[src/rtl/vend_scheduler_if.sv]
// Panel/dispenser signal bundle for the two-panel vend scheduler.
// The master side drives requests and motor feedback; the slave side is the scheduler.
interface vend_scheduler_if;
    logic [1:0] req;
    logic [1:0] item0;
    logic [1:0] item1;
    logic [2:0] change0;
    logic [2:0] change1;
    logic       motor_done;
    logic       vend;
    logic [1:0] vend_item;
    logic       coin_out;
    logic [1:0] ack;
    logic       busy;
    logic       fault;

    modport master (
        output req, item0, item1, change0, change1, motor_done,
        input  vend, vend_item, coin_out, ack, busy, fault
    );

    modport slave (
        input  req, item0, item1, change0, change1, motor_done,
        output vend, vend_item, coin_out, ack, busy, fault
    );
endinterface

[src/rtl/vend_scheduler.sv]
// Two-panel vending scheduler: arbitrates panel requests, commands the
// dispenser, waits for the motor with a timeout, pays out change coin by coin
// and acknowledges the served panel. A motor timeout locks into FAULT until reset.
module vend_scheduler #(
    parameter int TIMEOUT = 15
) (
    input  logic             clk,
    input  logic             reset,
    vend_scheduler_if.slave  bus
);

    typedef enum logic [2:0] {
        S_IDLE   = 3'd0,
        S_VEND   = 3'd1,
        S_WAIT   = 3'd2,
        S_CHANGE = 3'd3,
        S_DONE   = 3'd4,
        S_FAULT  = 3'd5
    } state_t;

    localparam logic [7:0] TIMEOUT_LAST = 8'(TIMEOUT - 1);

    state_t     state_reg;
    logic [7:0] wait_cnt_reg;
    logic [2:0] change_reg;
    logic [2:0] remain_reg;
    logic [1:0] item_reg;
    logic       granted_reg;
    logic       last_served_reg;
    logic       vend_reg;
    logic       coin_out_reg;
    logic [1:0] ack_reg;
    logic       busy_reg;
    logic       fault_reg;

    // Per-panel views of the item/change buses so the grant can index them.
    logic [1:0] panel_item   [2];
    logic [2:0] panel_change [2];

    genvar gi;
    generate
        for (gi = 0; gi < 2; gi++) begin : g_panel
            if (gi == 0) begin : g_p0
                assign panel_item[gi]   = bus.item0;
                assign panel_change[gi] = bus.change0;
            end else begin : g_p1
                assign panel_item[gi]   = bus.item1;
                assign panel_change[gi] = bus.change1;
            end
        end
    endgenerate

    // Arbitration: a lone request wins outright; on a tie the panel not served last wins.
    logic grant_idx;
    always_comb begin
        grant_idx = 1'b0;
        if (bus.req == 2'b11) begin
            grant_idx = ~last_served_reg;
        end else begin
            grant_idx = bus.req[1];
        end
    end

    // Main FSM; every output is a register updated alongside the state transition.
    always_ff @(posedge clk) begin
        if (reset) begin
            state_reg       <= S_IDLE;
            wait_cnt_reg    <= 8'd0;
            change_reg      <= 3'd0;
            remain_reg      <= 3'd0;
            item_reg        <= 2'd0;
            granted_reg     <= 1'b0;
            last_served_reg <= 1'b1;
            vend_reg        <= 1'b0;
            coin_out_reg    <= 1'b0;
            ack_reg         <= 2'b00;
            busy_reg        <= 1'b0;
            fault_reg       <= 1'b0;
        end else begin
            vend_reg     <= 1'b0;
            coin_out_reg <= 1'b0;
            ack_reg      <= 2'b00;
            case (state_reg)
                S_IDLE: begin
                    if (|bus.req) begin
                        granted_reg <= grant_idx;
                        item_reg    <= panel_item[grant_idx];
                        change_reg  <= panel_change[grant_idx];
                        vend_reg    <= 1'b1;
                        busy_reg    <= 1'b1;
                        state_reg   <= S_VEND;
                    end
                end
                S_VEND: begin
                    wait_cnt_reg <= 8'd0;
                    state_reg    <= S_WAIT;
                end
                S_WAIT: begin
                    // Motor completion beats the timeout when both land together.
                    if (bus.motor_done) begin
                        if (change_reg != 3'd0) begin
                            remain_reg   <= change_reg;
                            coin_out_reg <= 1'b1;
                            state_reg    <= S_CHANGE;
                        end else begin
                            ack_reg[granted_reg] <= 1'b1;
                            state_reg            <= S_DONE;
                        end
                    end else if (wait_cnt_reg == TIMEOUT_LAST) begin
                        fault_reg <= 1'b1;
                        state_reg <= S_FAULT;
                    end else begin
                        wait_cnt_reg <= wait_cnt_reg + 8'd1;
                    end
                end
                S_CHANGE: begin
                    // Each cycle here is one coin; the last coin hands over to DONE.
                    remain_reg <= remain_reg - 3'd1;
                    if (remain_reg == 3'd1) begin
                        ack_reg[granted_reg] <= 1'b1;
                        state_reg            <= S_DONE;
                    end else begin
                        coin_out_reg <= 1'b1;
                    end
                end
                S_DONE: begin
                    last_served_reg <= granted_reg;
                    busy_reg        <= 1'b0;
                    state_reg       <= S_IDLE;
                end
                S_FAULT: begin
                    state_reg <= S_FAULT;
                end
                default: begin
                    busy_reg  <= 1'b0;
                    state_reg <= S_IDLE;
                end
            endcase
        end
    end

    assign bus.vend      = vend_reg;
    assign bus.vend_item = item_reg;
    assign bus.coin_out  = coin_out_reg;
    assign bus.ack       = ack_reg;
    assign bus.busy      = busy_reg;
    assign bus.fault     = fault_reg;

endmodule
[src/flat_wrapper.sv]
// flat-port wrapper written by rule: the top's interface ports become plain ports
module vend_scheduler_flat 
#(
    parameter int TIMEOUT = 15
)
  (clk, reset, bus_req, bus_item0, bus_item1, bus_change0, bus_change1, bus_motor_done, bus_vend, bus_vend_item, bus_coin_out, bus_ack, bus_busy, bus_fault);
  vend_scheduler_if bus_i ();
  input  logic clk;
  input  logic reset;
  input wire logic [$bits(bus_i.req)-1:0] bus_req;
  input wire logic [$bits(bus_i.item0)-1:0] bus_item0;
  input wire logic [$bits(bus_i.item1)-1:0] bus_item1;
  input wire logic [$bits(bus_i.change0)-1:0] bus_change0;
  input wire logic [$bits(bus_i.change1)-1:0] bus_change1;
  input wire logic [$bits(bus_i.motor_done)-1:0] bus_motor_done;
  output wire logic [$bits(bus_i.vend)-1:0] bus_vend;
  output wire logic [$bits(bus_i.vend_item)-1:0] bus_vend_item;
  output wire logic [$bits(bus_i.coin_out)-1:0] bus_coin_out;
  output wire logic [$bits(bus_i.ack)-1:0] bus_ack;
  output wire logic [$bits(bus_i.busy)-1:0] bus_busy;
  output wire logic [$bits(bus_i.fault)-1:0] bus_fault;
  assign bus_i.req = bus_req;
  assign bus_i.item0 = bus_item0;
  assign bus_i.item1 = bus_item1;
  assign bus_i.change0 = bus_change0;
  assign bus_i.change1 = bus_change1;
  assign bus_i.motor_done = bus_motor_done;
  assign bus_vend = bus_i.vend;
  assign bus_vend_item = bus_i.vend_item;
  assign bus_coin_out = bus_i.coin_out;
  assign bus_ack = bus_i.ack;
  assign bus_busy = bus_i.busy;
  assign bus_fault = bus_i.fault;
  vend_scheduler #(.TIMEOUT(TIMEOUT)) u_core (.clk(clk), .reset(reset), .bus(bus_i));
endmodule
[config.mk]
export PLATFORM = sky130hd
export DESIGN_NAME = vend_scheduler_flat
export DESIGN_NICKNAME = d
export VERILOG_FILES = /design/src/rtl/vend_scheduler_if.sv /design/src/rtl/vend_scheduler.sv /design/src/flat_wrapper.sv
export SDC_FILE = /design/constraint.sdc
export NUM_CORES = 1
export LEC_CHECK = 0
export CAP_MARGIN = 30
export CORE_MARGIN = 3
export CORE_UTILIZATION = 25
export DETAILED_ROUTE_END_ITERATION = 8
export DONT_BUFFER_PORTS = 1
export PLACE_DENSITY = 0.49
export RECOVER_POWER = 100
export SYNTH_ARGS = -nofsm -noshare
export SYNTH_HDL_FRONTEND = slang
export SYNTH_SLANG_ARGS = --single-unit
[constraint.sdc]
create_clock -name clk -period 2.1 [get_ports clk]
set_input_delay 0.42 -clock clk [delete_from_list [all_inputs] [get_ports clk]]
set_output_delay 0.42 -clock clk [all_outputs]
set_load 0.01 [all_outputs]
==> impl_metrics.json, run 1 <==
{
  "outcome": "finished, final reports clean",
  "synth_compound_area_share_pct": 24.8,
  "drt-total-wl_um": 3040,
  "critPathMaxFanout": 9,
  "maxUsedRoutingLayer": "met4",
  "syn_area_per_cell_um2": 8.54,
  "drt-met1-wl_um": 1550,
  "vdd_drop_max_v": 0.000402,
  "setup_viol": 0,
  "synth_mux_area_share_pct": 4.29,
  "ys_types": 46,
  "die_area_um2": 6530,
  "p_sw_w": 0.000661,
  "first_pass_iters": 4,
  "clock_path_buffers": 2,
  "slowest_stage": "a2111oi_0",
  "setup_ws_ns": 0.212,
  "ctsHoldBuffers": 0,
  "power.density_nw_per_um2": 1110,
  "end_kind": "flop",
  "clkTransAtPathRegs_ns": 0.09,
  "synth_seq_area_share_pct": 38.6,
  "ioPinCount": 23,
  "fin_setup_tns_ns": 0,
  "rr_endpoint": "u_core.wait_cnt_reg[2]",
  "wl_per_cell_um": 12.8,
  "ctsResizeCount": 0,
  "start_kind": "flop",
  "synthSimpleGateAreaFrac_pct": 23.9,
  "holdWs_ns": 0.201,
  "relSlewSlack_pct": 64.4,
  "route.met3.wl_um": 262,
  "syn_area_um2": 1400,
  "critPathTopFamily": "simple AND/OR/NAND/NOR gates",
  "skew_ns": 0.00208,
  "rows": 26,
  "r2r_start": "u_core.state_reg[1]",
  "async_flop_share_pct": 0,
  "die_x_um": 80.8,
  "grt_overflow": 0,
  "synth_nets": 183,
  "synthAdderAreaFrac_pct": 3.57,
  "via_count": 1169,
  "slew_violations": 0,
  "grt_usage_pct": 10.0,
  "clkPwrFrac_pct": 17.7,
  "num_antenna_cells": 0,
  "synth_cells": 164,
  "cts_setup_buffers": 0,
  "viasPerCell": 4.91,
  "synth-seq-cells": 27,
  "clock.fmax_mhz": 530,
  "hold_path_class": "input pin to flop",
  "worstMarginPinSlew_ns": 0.521,
  "cts_root_buf": "clkbuf_8",
  "min_to": "u_core.wait_cnt_reg[4]",
  "clock_latency_ns": 0.27,
  "yosys_warnings": 0,
  "hold_viol": 0,
  "synth_top_family_by_area": "compound AO/OA/AOI/OAI gates",
  "cpPeakStageDelay_ns": 0.55,
  "cp_cell_sequence": "or3b_1 -> a2111oi_0 -> xnor2_1 -> nor3_2",
  "area_growth_pct": 9.03,
  "switching_share_pct": 39.0,
  "gp_congestion": 0.752,
  "path_class": "flop to flop",
  "finalCritPeriodShare_pct": 89.9,
  "min-delay-start": "reset",
  "synth-edff-count": 0,
  "dp_hpwl_um": 2210,
  "ant_nets": 0,
  "fin_crit_ns": 1.89,
  "worstPathRequired_ns": 2.28,
  "internal_power_w": 0.00104,
  "grt_pass1_wl_um": 5210,
  "chipHeight_um": 80.8,
  "leakagePower_nw": 0.504,
  "numPortBuffers": 0,
  "synth_xor_area_share_pct": 0.626,
  "drtIter0Drc": 63,
  "p_seq_share_pct": 43.5,
  "pwr-share-comb_pct": 38.8,
  "rsz0062_at_grt": "no",
  "cts_max_level": 1,
  "pre_cts_ws_ns": 0.352,
  "final_util_pct": 29.0,
  "grt_pass1_vias": 1071,
  "rr_worst_depth": 4,
  "clock_sinks": 27,
  "grt_max_degree": 25,
  "nets": 188,
  "cts_tree": "yes",
  "antenna_found_initial": 0,
  "crit_buf_inv": 0,
  "core_area_um2": 5270,
  "drc": 0,
  "largest_reg_flops": 8,
  "cp.arrival_ns": 2.06,
  "max_cap_violations": 0,
  "min_path_cells": 1,
  "initial_core_util_pct": 26.6,
  "synthFlopType": "dfxtp_1",
  "drive_gt1_share_pct": 6.55,
  "wl_met2_um": 1200,
  "numCtsBuffers": 3,
  "r2r_slack_ns": 0.21
}
area by class of cell:
| cell class | instances | area [µm²] |
|---|---|---|
| clock buffers | 4 | 45.0 |
| fillers | 595 | 3740 |
| inverters | 7 | 26.3 |
| multi-input cells | 122 | 778 |
| flip-flops and latches | 27 | 541 |
| well taps | 70 | 87.6 |
| repair buffers | 8 | 48.8 |
power by group through the flow:
stage	Sequential, W	Clock, W	Combinational, W
after global placement	0.000751	0	0.000699
after global routing	0.000756	0.000334	0.000752
after floorplan	0.000715	0	0.000537
after CTS	0.000738	0.000322	0.000698
after detailed placement	0.000748	0	0.000696
final	0.000738	0.000301	0.000659
placed cells by master, fill, tap and decap left out, types with 4 or more instances in the layout:
cell type,synthesis,final
dfxtp_1,27,27
nor2_1,22,22
a21oi_1,11,11
nand2_1,8,8
inv_1,7,7
a31oi_1,7,7
nor3_1,6,6
mux2i_1,6,6
a211oi_1,6,6
o21ai_0,5,6
buf_4,0,5
nand3_1,4,4
ha_1,4,4
clkbuf_1,7,4
synth_stat cells, types with 3 or more instances:
master    instances  area [µm²]
nand3_1           4        20.0
nor2_1           22        82.6
nand2b_1          3        18.8
dfxtp_1          27         541
o21ai_0           5        25.0
a31oi_1           7        43.8
inv_1             7        26.3
a21oi_1          11        55.1
a21o_1            3        22.5
mux2i_1           6        60.1
clkbuf_1          7        26.3
a211oi_1          6        45.0
nand2_1           8        30.0
nor3_1            6        30.0
ha_1              4        50.1
cells by family (layout without fill, tap and decap cells):
kind of cell / count (synthesis) / in the layout
muxes: 6 / 6
DFF: 27 / 27
and+or+nand+nor: 63 / 63
buffers and inverters: 15 / 19
xor gates and xnor gates: 1 / 1
adders and majority gates: 4 / 4
AOI/OAI and AO/OA: 48 / 48
how the worst max path moves through the flow:
stage,end,slack (ns),start,cells after the start
global placement,u_core.wait_cnt_reg[5],0.37,u_core.wait_cnt_reg[0],7
finish,u_core.wait_cnt_reg[2],0.21,u_core.state_reg[1],4
detailed placement,u_core.wait_cnt_reg[6],0.35,u_core.wait_cnt_reg[0],7
global route,u_core.wait_cnt_reg[2],0.10,u_core.state_reg[1],4
CTS,u_core.wait_cnt_reg[5],0.32,u_core.wait_cnt_reg[0],7
floorplan,u_core.wait_cnt_reg[3],0.42,u_core.wait_cnt_reg[0],6
worst register-to-register path, cell delays in order (launching register included):
cell and delay (ns):
dfxtp_1 0.49, or3b_1 0.51, a2111oi_0 0.55, xnor2_1 0.20, nor3_2 0.05
metrics by stage:
stage	instance area, µm²	instances	total power (W)
floorplan	1400	164	0.00125
global placement	1520	234	0.00145
detailed placement	1520	234	0.00144
CTS	1560	238	0.00176
global route	1530	238	0.00184
finish	1530	238	0.00170
layer usage:
metal / up-vias / GRT usage, %
li1: 612 / -
met1: 521 / 13.7
met2: 31 / 15.0
met3: 5 / 3.77
met4: 0 / 2.03
met5: - / 0
(Power assumes the default switching activity.)
==> run 2, diff against run 1 <==
Settings changed: ABC_AREA set to 1, CORE_UTILIZATION 25 to 61, PLACE_DENSITY 0.49 to 0.88.
Clock period 2.1 ns to 1.8 ns, I/O delays scaled along.
==> run 2 against run 1 <==
- core utilization is 38 points higher
- sequential share of layout area is 0.44 points higher
- cell count is 2.1% higher
- clock power is 13% lower
- setup slack better by 0.087 ns
==> impl_metrics.json, run 2 <==
{
  "outcome": "finished, final reports clean",
  "numCtsBuffers": 3,
  "hold_viol": 0,
  "grt_pass1_wl_um": 5530,
  "die_area_um2": 3060,
  "fin_setup_tns_ns": 0,
  "path_class": "flop to flop",
  "grt_pass1_vias": 1362,
  "netlist_top_cells_count": "nand2_1 (46), inv_1 (29), dfxtp_1 (27)",
  "synth_area_leaders": "dfxtp_1 (36%), nand2_1 (12%), inv_1 (7.3%)",
  "layout_commonest_cell": "nand2_1",
  "cts_root_buf": "clkbuf_4",
  "core_area_um2": 2250,
  "async_flop_share_pct": 0,
  "critPathMaxFanout": 7,
  "vdd_drop_max_v": 0.000970,
  "dp.cells": 239,
  "largest_reg_flops": 8,
  "grt_max_degree": 16,
  "grt_busiest_layer": "met2",
  "cts_setup_buffers": 0,
  "gr-usage-met2_pct": 38.9,
  "grt_overflow": 0,
  "yosysTopAreaCell": "dfxtp_1",
  "yosys_warnings": 0,
  "viasPerCell": 5.61,
  "worstMarginPinSlew_ns": 0.427,
  "leakagePower_nw": 0.688,
  "r2r_slack_ns": 0.30,
  "clkTransAtPathRegs_ns": 0.14,
  "dp_hpwl_um": 2320,
  "synth-edff-count": 0,
  "numPortBuffers": 0,
  "fin_crit_ns": 1.50,
  "initial_core_util_pct": 65.7,
  "relSlewSlack_pct": 71.5,
  "drt-total-wl_um": 3040,
  "drtIter0Drc": 24,
  "start_kind": "flop",
  "fill_cells": 200,
  "cpMostUsedCell": "nand2_1",
  "min_path_cells": 1,
  "setup_viol": 0,
  "first_pass_iters": 4,
  "chipHeight_um": 55.3,
  "cp.arrival_ns": 1.77,
  "max_cap_violations": 0,
  "area_growth_pct": 1.77,
  "slowest_stage": "dfxtp_1",
  "clock_sinks": 27,
  "antenna_found_initial": 0,
  "met1_usage_pct": 25.3,
  "wl_per_cell_um": 12.5,
  "cts_max_level": 1,
  "ctsHoldBuffers": 0,
  "nets": 235,
  "slew_violations": 0,
  "synthFlopType": "dfxtp_1",
  "cpPeakStageDelay_ns": 0.60,
  "synth_nets": 233,
  "drc": 0,
  "ioPinCount": 23,
  "clock_latency_ns": 0.33,
  "drive_gt1_share_pct": 8.37,
  "multi_input_area_um2": 790,
  "rsz0062_at_grt": "no",
  "yosysTopAreaCellShare_pct": 36.5,
  "worstPathRequired_ns": 2.07,
  "grt_util_met3_pct": 3.50,
  "cp_cell_sequence": "nor2_1 -> nand2_1 -> inv_1 -> nand2_1 -> nand2_1 -> nor2_1 -> nand2_1 -> a21oi_1",
  "hold_path_class": "input pin to flop",
  "via_count": 1363,
  "clock.fmax_mhz": 666,
  "gp_congestion": 0.934,
  "synth-seq-cells": 27,
  "final_cells": 243,
  "syn_area_per_cell_um2": 6.92,
  "cts_tree": "yes",
  "ant_nets": 0,
  "synth_seq_area_share_pct": 36.5,
  "ys_types": 25,
  "clock_path_buffers": 2,
  "power.density_nw_per_um2": 1330,
  "grt_usage_pct": 21.9,
  "rr_worst_depth": 8,
  "end_kind": "flop",
  "final_cell_mix": "nand2_1 (48), inv_1 (29), nor2_1 (27), dfxtp_1 (27), a21oi_1 (21)",
  "skew_ns": 0.0130,
  "synth.most_common_cell": "nand2_1",
  "syn_area_um2": 1480,
  "rows": 17,
  "num_antenna_cells": 0,
  "die_x_um": 55.3,
  "ctsResizeCount": 0,
  "regArea_um2": 541,
  "synth_cells": 214,
  "finalCritPeriodShare_pct": 83.4
}
==> run 2: area by class of cell <==
| class | instances | share of cell area, % |
|---|---|---|
| Multi-Input combinational cell | 153 | 52.4 |
| Sequential cell | 27 | 35.9 |
| Inverter | 31 | 7.72 |
| Tap cell | 28 | 2.32 |
| Clock buffer | 4 | 1.74 |
==> run 2: final timing paths <==
check	to	from
worst max-delay path	u_core.state_reg[0]	u_core.state_reg[0]
worst min-delay path	u_core.wait_cnt_reg[4]	reset
worst max register to register	u_core.state_reg[0]	u_core.state_reg[0]
worst min register to register	u_core.bus.ack[0]	u_core.granted_reg
==> run 2: per-stage QoR <==
step	total power, W	utilization [%]	setup slack (ns)	hold WS (ns)	instance area (µm²)
final	0.00201	66.9	0.299	0.0706	1510
after global routing	0.00220	66.9	0.0915	0.0590	1510
after CTS	0.00204	67.6	0.345	0.0635	1520
after detailed placement	0.00178	66.4	0.366	0.433	1500
after global placement	0.00173	66.4	0.424	0.431	1500
after floorplan	0.00162	-	0.587	0.422	1480
==> run 2: worst max-delay path, delay by kind of cell, from the launching register on <==
kind | cells | cell delay [ns]
AO/OA/AOI/OAI | 1 | 0.11
buffers and inverters | 1 | 0.07
AND/OR/NAND/NOR | 6 | 0.65
flip-flops | 1 | 0.60
==> run 2: cells by family (layout without fill, tap and decap cells) <==
group,count (synthesis),count (layout),synth area share (%)
AOI/OAI and AO/OA,43,43,15.6
xor gates and xnor gates,1,1,0.591
adders and majority gates,4,4,3.38
buffers and inverters,34,35,9.12
DFF,27,27,36.5
muxes,1,1,0.676
and+or+nand+nor,104,104,34.1
==> run 2: per-layer routing <==
layer | share of wire, % | vias up | wire length [µm]
met5 | 0 | - | 0
met4 | 3.4 | 0 | 104
met3 | 6.7 | 11 | 205
met2 | 49 | 48 | 1470
met1 | 41 | 620 | 1260
li1 | - | 684 | -
==> run 2: report_power, final <==
group	switching (W)	total (W)	leakage [nW]	internal [W]
Sequential	0.000150	0.000879	0.220	0.000729
Combinational	0.000578	0.000867	0.453	0.000289
Clock	0.000174	0.000261	0.0150	0.0000871
